### config.mk
export PLATFORM = sky130hd
export DESIGN_NAME = uart_tx_arbiter_flat
export DESIGN_NICKNAME = d
export VERILOG_FILES = /design/src/rtl/uart_tx_arbiter_if.sv /design/src/rtl/uart_tx_arbiter.sv /design/src/flat_wrapper.sv
export SDC_FILE = /design/constraint.sdc
export NUM_CORES = 1
export LEC_CHECK = 0
export CAP_MARGIN = 30
export CORE_ASPECT_RATIO = 1.1
export CORE_UTILIZATION = 49
export CTS_BUF_LIST = sky130_fd_sc_hd__clkbuf_8
export CTS_CLUSTER_DIAMETER = 120
export CTS_CLUSTER_SIZE = 8
export DETAILED_ROUTE_END_ITERATION = 8
export PLACE_DENSITY = 0.82
export SLEW_MARGIN = 20
export SYNTH_ARGS = -nofsm -noshare
export SYNTH_HDL_FRONTEND = slang
export SYNTH_SLANG_ARGS = --single-unit
### constraint.sdc
create_clock -name clk -period 4.2 [get_ports clk]
set_input_delay 0.84 -clock clk [delete_from_list [all_inputs] [get_ports clk]]
set_output_delay 0.84 -clock clk [all_outputs]
set_load 0.02 [all_outputs]
### src/rtl/uart_tx_arbiter_if.sv
// Requester-side and UART-side handshake bundle of the UART transmit arbiter.
// The arbiter takes the master view; producers and the UART take the slave view.
interface uart_tx_arbiter_if #(
    parameter int NUM_REQ = 2
);
    logic [NUM_REQ-1:0]   req_valid;
    logic [8*NUM_REQ-1:0] req_data;
    logic [NUM_REQ-1:0]   req_lock;
    logic [NUM_REQ-1:0]   req_accept;
    logic [NUM_REQ-1:0]   req_done;
    logic [NUM_REQ-1:0]   req_err;
    logic                 tx_en;
    logic [7:0]           tx_data;
    logic                 tx_done;

    modport master (
        input  req_valid, req_data, req_lock, tx_done,
        output req_accept, req_done, req_err, tx_en, tx_data
    );

    modport slave (
        output req_valid, req_data, req_lock, tx_done,
        input  req_accept, req_done, req_err, tx_en, tx_data
    );
endinterface

### src/rtl/uart_tx_arbiter.sv
// Round-robin arbiter sharing one UART transmitter between NUM_REQ byte producers,
// with optional bus lock, per-requester completion routing and a transmit watchdog.
module uart_tx_arbiter #(
    parameter int NUM_REQ        = 2,
    parameter int TIMEOUT_CYCLES = 65535,
    parameter int CNT_W          = 16
) (
    input  logic                     clk,
    input  logic                     reset,
    uart_tx_arbiter_if.master        bus,
    output logic                     busy,
    output logic [2:0]               grant_id,
    output logic                     timeout_err
);
    typedef enum logic [1:0] {IDLE, LOAD, WAIT_DONE, DONE} state_e;

    localparam logic [CNT_W-1:0] WD_LAST   = CNT_W'(TIMEOUT_CYCLES - 1);
    localparam logic [2:0]       RR_INIT   = 3'(NUM_REQ - 1);
    localparam logic [3:0]       NUM_REQ_W = 4'(NUM_REQ);

    state_e             state_q, state_d;
    logic [2:0]         rr_q, rr_d;
    logic [2:0]         grant_q, grant_d;
    logic               lock_valid_q, lock_valid_d;
    logic [2:0]         lock_owner_q, lock_owner_d;
    logic [CNT_W-1:0]   wd_q, wd_d;
    logic               tx_en_q, tx_en_d;
    logic [7:0]         tx_data_q, tx_data_d;
    logic [NUM_REQ-1:0] accept_q, accept_d;
    logic [NUM_REQ-1:0] done_q, done_d;
    logic [NUM_REQ-1:0] err_q, err_d;
    logic               busy_q, busy_d;
    logic               timeout_err_q, timeout_err_d;

    logic [7:0] valid_ext;
    logic [7:0] lock_ext;
    logic [7:0] eligible;
    logic       locked;
    logic       found;
    logic [2:0] winner;
    logic [3:0] cand;
    logic [7:0] data_sel;

    function automatic logic [NUM_REQ-1:0] onehot(input logic [2:0] idx);
        onehot = '0;
        for (int i = 0; i < NUM_REQ; i++) onehot[i] = (idx == 3'(i));
    endfunction

    // A live lock restricts eligibility to its owner; search starts just after rr.
    // NOTE: every combinational output gets a default first so no latch is inferred.
    always_comb begin
        valid_ext = 8'(bus.req_valid);
        lock_ext  = 8'(bus.req_lock);
        locked    = lock_valid_q && lock_ext[lock_owner_q];
        eligible  = locked ? (valid_ext & (8'd1 << lock_owner_q)) : valid_ext;
        found     = 1'b0;
        winner    = '0;
        cand      = '0;
        for (int k = 1; k <= NUM_REQ; k++) begin
            cand = {1'b0, rr_q} + 4'(k);
            if (cand >= NUM_REQ_W) cand = cand - NUM_REQ_W;
            if (!found && eligible[cand[2:0]]) begin
                found  = 1'b1;
                winner = cand[2:0];
            end
        end
        data_sel = '0;
        for (int i = 0; i < NUM_REQ; i++) begin
            if (winner == 3'(i)) data_sel = bus.req_data[8*i +: 8];
        end
    end

    always_comb begin
        state_d       = state_q;
        rr_d          = rr_q;
        grant_d       = grant_q;
        lock_valid_d  = lock_valid_q;
        lock_owner_d  = lock_owner_q;
        wd_d          = wd_q;
        tx_en_d       = 1'b0;
        tx_data_d     = tx_data_q;
        accept_d      = '0;
        done_d        = '0;
        err_d         = '0;
        timeout_err_d = timeout_err_q;

        case (state_q)
            IDLE: begin
                if (!locked) lock_valid_d = 1'b0;
                if (found) begin
                    grant_d   = winner;
                    tx_data_d = data_sel;
                    tx_en_d   = 1'b1;
                    accept_d  = onehot(winner);
                    state_d   = LOAD;
                end
            end
            LOAD: begin
                rr_d         = grant_q;
                wd_d         = '0;
                lock_valid_d = lock_ext[grant_q];
                lock_owner_d = grant_q;
                state_d      = WAIT_DONE;
            end
            WAIT_DONE: begin
                if (bus.tx_done) begin
                    done_d  = onehot(grant_q);
                    state_d = DONE;
                end else if (wd_q == WD_LAST) begin
                    done_d        = onehot(grant_q);
                    err_d         = onehot(grant_q);
                    timeout_err_d = 1'b1;
                    state_d       = DONE;
                end else begin
                    wd_d = wd_q + 1'b1;
                end
            end
            DONE:    state_d = IDLE;
            default: state_d = IDLE;
        endcase

        busy_d = (state_d != IDLE);
    end

    // NOTE: sequential state uses non-blocking assignments so all flops update together.
    always_ff @(posedge clk) begin
        if (reset) begin
            state_q       <= IDLE;
            rr_q          <= RR_INIT;
            grant_q       <= '0;
            lock_valid_q  <= 1'b0;
            lock_owner_q  <= '0;
            wd_q          <= '0;
            tx_en_q       <= 1'b0;
            tx_data_q     <= '0;
            accept_q      <= '0;
            done_q        <= '0;
            err_q         <= '0;
            busy_q        <= 1'b0;
            timeout_err_q <= 1'b0;
        end else begin
            state_q       <= state_d;
            rr_q          <= rr_d;
            grant_q       <= grant_d;
            lock_valid_q  <= lock_valid_d;
            lock_owner_q  <= lock_owner_d;
            wd_q          <= wd_d;
            tx_en_q       <= tx_en_d;
            tx_data_q     <= tx_data_d;
            accept_q      <= accept_d;
            done_q        <= done_d;
            err_q         <= err_d;
            busy_q        <= busy_d;
            timeout_err_q <= timeout_err_d;
        end
    end

    assign bus.tx_en      = tx_en_q;
    assign bus.tx_data    = tx_data_q;
    assign bus.req_accept = accept_q;
    assign bus.req_done   = done_q;
    assign bus.req_err    = err_q;
    assign busy           = busy_q;
    assign grant_id       = grant_q;
    assign timeout_err    = timeout_err_q;
endmodule

### src/flat_wrapper.sv
// flat-port wrapper written by rule: the top's interface ports become plain ports
module uart_tx_arbiter_flat 
#(
    parameter int NUM_REQ        = 2,
    parameter int TIMEOUT_CYCLES = 65535,
    parameter int CNT_W          = 16
)
  (clk, reset, busy, grant_id, timeout_err, bus_req_valid, bus_req_data, bus_req_lock, bus_tx_done, bus_req_accept, bus_req_done, bus_req_err, bus_tx_en, bus_tx_data);
  uart_tx_arbiter_if #(.NUM_REQ(NUM_REQ)) bus_i ();
  input  logic clk;
  input  logic reset;
  output logic busy;
  output logic [2:0] grant_id;
  output logic timeout_err;
  input wire logic [$bits(bus_i.req_valid)-1:0] bus_req_valid;
  input wire logic [$bits(bus_i.req_data)-1:0] bus_req_data;
  input wire logic [$bits(bus_i.req_lock)-1:0] bus_req_lock;
  input wire logic [$bits(bus_i.tx_done)-1:0] bus_tx_done;
  output wire logic [$bits(bus_i.req_accept)-1:0] bus_req_accept;
  output wire logic [$bits(bus_i.req_done)-1:0] bus_req_done;
  output wire logic [$bits(bus_i.req_err)-1:0] bus_req_err;
  output wire logic [$bits(bus_i.tx_en)-1:0] bus_tx_en;
  output wire logic [$bits(bus_i.tx_data)-1:0] bus_tx_data;
  assign bus_i.req_valid = bus_req_valid;
  assign bus_i.req_data = bus_req_data;
  assign bus_i.req_lock = bus_req_lock;
  assign bus_i.tx_done = bus_tx_done;
  assign bus_req_accept = bus_i.req_accept;
  assign bus_req_done = bus_i.req_done;
  assign bus_req_err = bus_i.req_err;
  assign bus_tx_en = bus_i.tx_en;
  assign bus_tx_data = bus_i.tx_data;
  uart_tx_arbiter #(.NUM_REQ(NUM_REQ), .TIMEOUT_CYCLES(TIMEOUT_CYCLES), .CNT_W(CNT_W)) u_core (.clk(clk), .reset(reset), .bus(bus_i), .busy(busy), .grant_id(grant_id), .timeout_err(timeout_err));
endmodule
==> results of run 1 <==
==> logic make-up after synthesis <==
family / share of synthesized area (%)
XOR/XNOR: 5.37
flip-flops: 40.6
AO/OA/AOI/OAI: 16.3
AND/OR/NAND/NOR: 18.3
adder cells (fa/ha/maj): 6.49
buffers and inverters: 5.78
multiplexers: 7.19
==> registers in the layout (all words and copies together), names as in the netlist, 2 cells and up <==
| name | count |
|---|---|
| u_core.lock_owner_q | 3 |
| u_core.grant_id | 3 |
| u_core.bus.req_accept | 2 |
| u_core.bus.tx_data | 8 |
| u_core.state_q | 2 |
| u_core.bus.req_err | 2 |
| u_core.wd_q | 16 |
| u_core.bus.req_done | 2 |
==> cells in the mapped netlist (4+ instances only) <==
| cell type | n | area share, % |
|---|---|---|
| and3_1 | 5 | 1.5 |
| a211oi_2 | 6 | 3.5 |
| dfxtp_1 | 43 | 41 |
| o21ai_0 | 9 | 2.1 |
| nor3_1 | 5 | 1.2 |
| ha_1 | 11 | 6.5 |
| xnor2_1 | 13 | 5.4 |
| mux2i_1 | 13 | 6.1 |
| nand2b_1 | 4 | 1.2 |
| a21oi_1 | 19 | 4.5 |
| clkbuf_1 | 5 | 0.88 |
| buf_6 | 4 | 2.1 |
| a211oi_1 | 5 | 1.8 |
| nand3_1 | 5 | 1.2 |
| nor2_1 | 31 | 5.5 |
| nand2_1 | 15 | 2.7 |
| inv_1 | 12 | 2.1 |
==> final timing paths <==
path / from / end / slack, ns
worst max-delay path: bus_req_lock[1] / u_core.bus.tx_data[0] / 1.62
worst min-delay path: u_core.lock_valid_q / u_core.lock_valid_q / 0.47
worst max register to register: u_core.rr_q[0] / u_core.bus.tx_data[0] / 1.63
worst min register to register: u_core.lock_valid_q / u_core.lock_valid_q / 0.47
==> per-stage QoR <==
stage	hold slack (ns)	power, mW
after floorplan	0.432	0.900
after global placement	0.439	1.04
after detailed placement	0.462	1.04
after CTS	0.473	1.29
after global routing	0.497	1.36
final	0.471	1.28
==> cell type report <==
type                       count  share of cell area [%]
multi-input combinational    167                    43.5
sequential                    43                    32.9
timing repair buffer          43                    16.3
clock buffer                   5                    2.63
tap                           52                    2.48
inverter                      12                    1.72
clock inverter                 3                   0.478
==> report_power, final <==
group | switching [mW] | internal (mW) | leakage, nW
logic | 0.304 | 0.218 | 0.528
clock network | 0.127 | 0.112 | 0.0505
registers | 0.0419 | 0.476 | 0.350
==> per-layer routing <==
layer | vias up | GRT usage (%) | share of wire [%]
li1 | 888 | - | -
met2 | 28 | 36.1 | 53
met1 | 781 | 21.6 | 42
met5 | - | 0 | 0
met3 | 9 | 3.23 | 2.3
met4 | 0 | 10.1 | 2.4
==> critical path, delay by kind of cell <==
family / cells / cell delay [ns]
AO/OA/AOI/OAI: 3 / 0.58
buffers and inverters: 1 / 0.43
AND/OR/NAND/NOR: 3 / 0.91
==> results.tsv, run 1 <==
metric	value	unit
status	finished, final reports clean	
Crit Path Max Fanout	23	
Max-Cap Viols	0	
ys flop type	dfxtp_1	
GPL Wtd Cong	0.812	
fin util	64.6	%
Layout Cells excl Fill	325	
Leak	0.929	nW
commonest non-fill, non-tap cell in the layout	dfxtp_1	
initial DRC count	59	
grt ovf	0	
Final #Nets	306	
Worst-Skew Late Latency	0.28	ns
fill cell count	343	
clock buffer count from CTS	5	
clock sinks	43	
Max VDD drop	0.241	mV
DR vias/cell	5.25	
worst setup margin	1.62	ns
Mean Syn Cell Area	9.07	um^2
multi-input logic area	1140	um^2
Final Skew	0.00481	ns
cell area after synthesis	2120	um^2
vias in the first global route	1645	
Initial DRT Pass Iterations	4	
Synth Instances	234	
Routed Antenna Nets	0	
setup TNS	0	ns
Worst EP required	4.38	ns
CTS hold repair buffers	0	
Crit. End Element	flop	
FF/Latch Area	861	um^2
count of final setup violators	0	
Crit Path Class	in2reg	
hold depth	2	
synth warn	0	
# DRC	0	
area grow syn2layout	23.4	%
Period minus WS final	2.58	ns
Worst-Margin Slew	0.756	ns
buffer count from post-CTS setup fixing	0	
fraction of registers with async set/reset	0	%
via count	1706	
Hold Crit Class	reg2reg	
Critical Path AT	2.77	ns
R2R cell count	8	
number of antenna violations at the first check in global routing	0	
DRT Wirelength	4230	um
Total GRT Usage	19.8	%
Die W	64.7	um
Netlist cell types	33	
die area	4600	um^2
HPWL after DPL	3100	um
CP max-delay cell	and3_1	
CTS resizes	0	
RSZ-0062 raised after global routing	false	
CP max stage delay	0.67	ns
num rows	24	
clock transition at the registers of the reported paths	0.08	ns
io pins	43	
Setup crit start kind	primary input	
Slew HR	49.6	%
Post-synth EDFFs	0	
htree depth	2	
fin area	2620	um^2
share of cells above drive strength 1	6.59	%
pwr/cell area	488	nW/um^2
Final Cycle Share	61.5	%
Initial Utilization	52.3	%
Final Hold Fails	0	
final slew viol count	0	
syn_nets	268	
CTS Root Cell	clkbuf_8	
Port Buf Inserts	42	
DR WL/cell	13.0	um
maximum clock insertion buffer count	2	
core area	4050	um^2
pin count of the biggest net entering global routing	24	
CP cell instances	clkdlybuf4s50_1 > nand2_1 > o21ai_0 > o221ai_1 > and3_1 > nor2_1 > a211oi_1	
ANT cells	0	
Setup WS pre-CTS	1.13	ns
CTS tree	done	
flops & latches, synth	43	
sequential element share of the synthesized area	40.6	%
placed inst area	2530	um^2
Fmax	0.387	GHz
Die Ht	71.0	um
Inst Count DP	316	
most frequent cells in the layout	dfxtp_1, clkdlybuf4s50_1, nor2_1	
first-pass GRT wire length	7110	um
(Power assumes the default switching activity.)
==> inputs of run 2 (changes only) <==
--- a/config.mk
+++ b/config.mk
@@ -7,12 +7,12 @@
 export LEC_CHECK = 0
 export CAP_MARGIN = 30
 export CORE_ASPECT_RATIO = 1.1
-export CORE_UTILIZATION = 49
+export CORE_UTILIZATION = 48
 export CTS_BUF_LIST = sky130_fd_sc_hd__clkbuf_8
 export CTS_CLUSTER_DIAMETER = 120
 export CTS_CLUSTER_SIZE = 8
 export DETAILED_ROUTE_END_ITERATION = 8
-export PLACE_DENSITY = 0.82
+export PLACE_DENSITY = 0.83
 export SLEW_MARGIN = 20
 export SYNTH_ARGS = -nofsm -noshare
 export SYNTH_HDL_FRONTEND = slang
==> constraint.sdc (replaced) <==
create_clock -name clk -period 2.3 [get_ports clk]
set_input_delay 0.46 -clock clk [delete_from_list [all_inputs] [get_ports clk]]
set_output_delay 0.46 -clock clk [all_outputs]
set_load 0.02 [all_outputs]
==> results.tsv, run 2 (same netlist as run 1, synthesis figures left out) <==
metric	value	unit
Initial Utilization	49.9	%
CP max-delay cell	dfxtp_1	
Leak	0.992	nW
met2 track demand over resource	36.7	%
Final Cycle Share	92.7	%
Slew HR	63.6	%
grt ovf	0	
placed inst area	2620	um^2
CTS tree	done	
clock buffer count from CTS	5	
GR Util met1	22.6	%
Final #Nets	315	
Layout Cells excl Fill	335	
Max VDD drop	0.493	mV
Final Hold Fails	0	
core area	4250	um^2
clock transition at the registers of the reported paths	0.08	ns
pwr/cell area	934	nW/um^2
Hold Crit Class	reg2reg	
DR vias/cell	5.27	
Worst EP required	2.50	ns
status	finished, final reports clean	
Crit Path Max Fanout	11	
Crit. End Element	flop	
Port Buf Inserts	42	
io pins	43	
Max-Cap Viols	0	
ANT cells	0	
area grow syn2layout	28.8	%
RSZ-0062 raised after global routing	false	
Setup crit start kind	flop	
max FFs per register	16	
htree depth	2	
busiest layer in global routing	met2	
Biggest register	u_core.wd_q	
fin area	2730	um^2
CTS hold repair buffers	0	
Total GRT Usage	20.4	%
via count	1765	
clock sinks	43	
GPL Wtd Cong	0.789	
maximum clock insertion buffer count	2	
Die Ht	71.7	um
final slew viol count	0	
count of final setup violators	0	
HPWL after DPL	3340	um
Hold Slack	0.474	ns
vias in the first global route	1638	
DR WL/cell	13.5	um
routing usage on met3	5.10	%
Routed Antenna Nets	0	
number of antenna violations at the first check in global routing	0	
initial DRC count	68	
setup TNS	0	ns
CTS Root Cell	clkbuf_8	
DRT Wirelength	4510	um
# DRC	0	
CP max stage delay	0.34	ns
Worst-Margin Slew	0.546	ns
Die W	65.4	um
CP cell instances	inv_1 > ha_1 > nor3b_2 > mux2i_2 > o2bb2ai_1 > a211oi_2 > buf_4 > mux2i_1 > a211oi_1	
Period minus WS final	2.13	ns
Final Skew	0.00665	ns
Initial DRT Pass Iterations	4	
pin count of the biggest net entering global routing	20	
share of cells above drive strength 1	11.0	%
first-pass GRT wire length	7290	um
Fmax	0.469	GHz
Inst Count DP	328	
most frequent cells in the layout	clkdlybuf4s50_1, dfxtp_1, nor2_1	
die area	4690	um^2
Worst-Skew Late Latency	0.29	ns
num rows	25	
Critical Path AT	2.33	ns
Crit Path Class	reg2reg	
run 2: cell count changes in the layout (fill, tap and decap cells not counted), sizes merged:
cell / delta
clkinv: -1
buf: +9
inv: -1
bufinv: +1
run 2: power breakdown:
part / internal [mW] / switching (mW)
Clock: 0.314 / 0.241
Combinational: 0.472 / 0.590
Sequential: 0.870 / 0.0674
run 2: timing repair:
action,CTS,global route
resized for setup,0,4
buffers inserted,0,0
setup endpoints to repair,0,9
run 2: metrics by stage:
stage | util (%) | total power [mW] | setup WS, ns
finish | 64.3 | 2.55 | 0.168
global route | 64.3 | 2.71 | 0.000233
CTS | 64.0 | 2.56 | 0.0815
detailed placement | 61.6 | 2.01 | 0.0925
global placement | 61.6 | 1.98 | 0.162
floorplan | - | 1.64 | 0.182
run 2: final timing paths:
check	startpoint	to	slack [ns]	cells past startpoint
setup reg to reg	u_core.rr_q[0]	u_core.bus.tx_data[0]	0.17	9
hold reg to reg	u_core.lock_valid_q	u_core.lock_valid_q	0.47	2
hold / removal	u_core.lock_valid_q	u_core.lock_valid_q	0.47	2
setup / recovery	u_core.rr_q[0]	u_core.bus.tx_data[0]	0.17	9
run 2: cell type report:
cell class	count	area [um^2]
sequential	43	862
inverter	12	45.0
multi-input combinational	167	1150
timing repair buffer	52	508
clock buffer	5	68.8
fill	376	1520
clock inverter	2	33.8
tap	54	67.6
run 2: critical path: cells and delay by family (launching register included):
kind	cells	cell delay, ns
flip-flops	1	0.34
multiplexers	2	0.44
adder cells (fa/ha/maj)	1	0.23
buffers and inverters	2	0.31
AND/OR/NAND/NOR	1	0.22
AO/OA/AOI/OAI	3	0.50
run 2: per-layer routing:
layer	vias up	wire, um
met2	28	2400
li1	900	-
met5	-	0
met3	5	135
met1	832	1910
met4	0	63
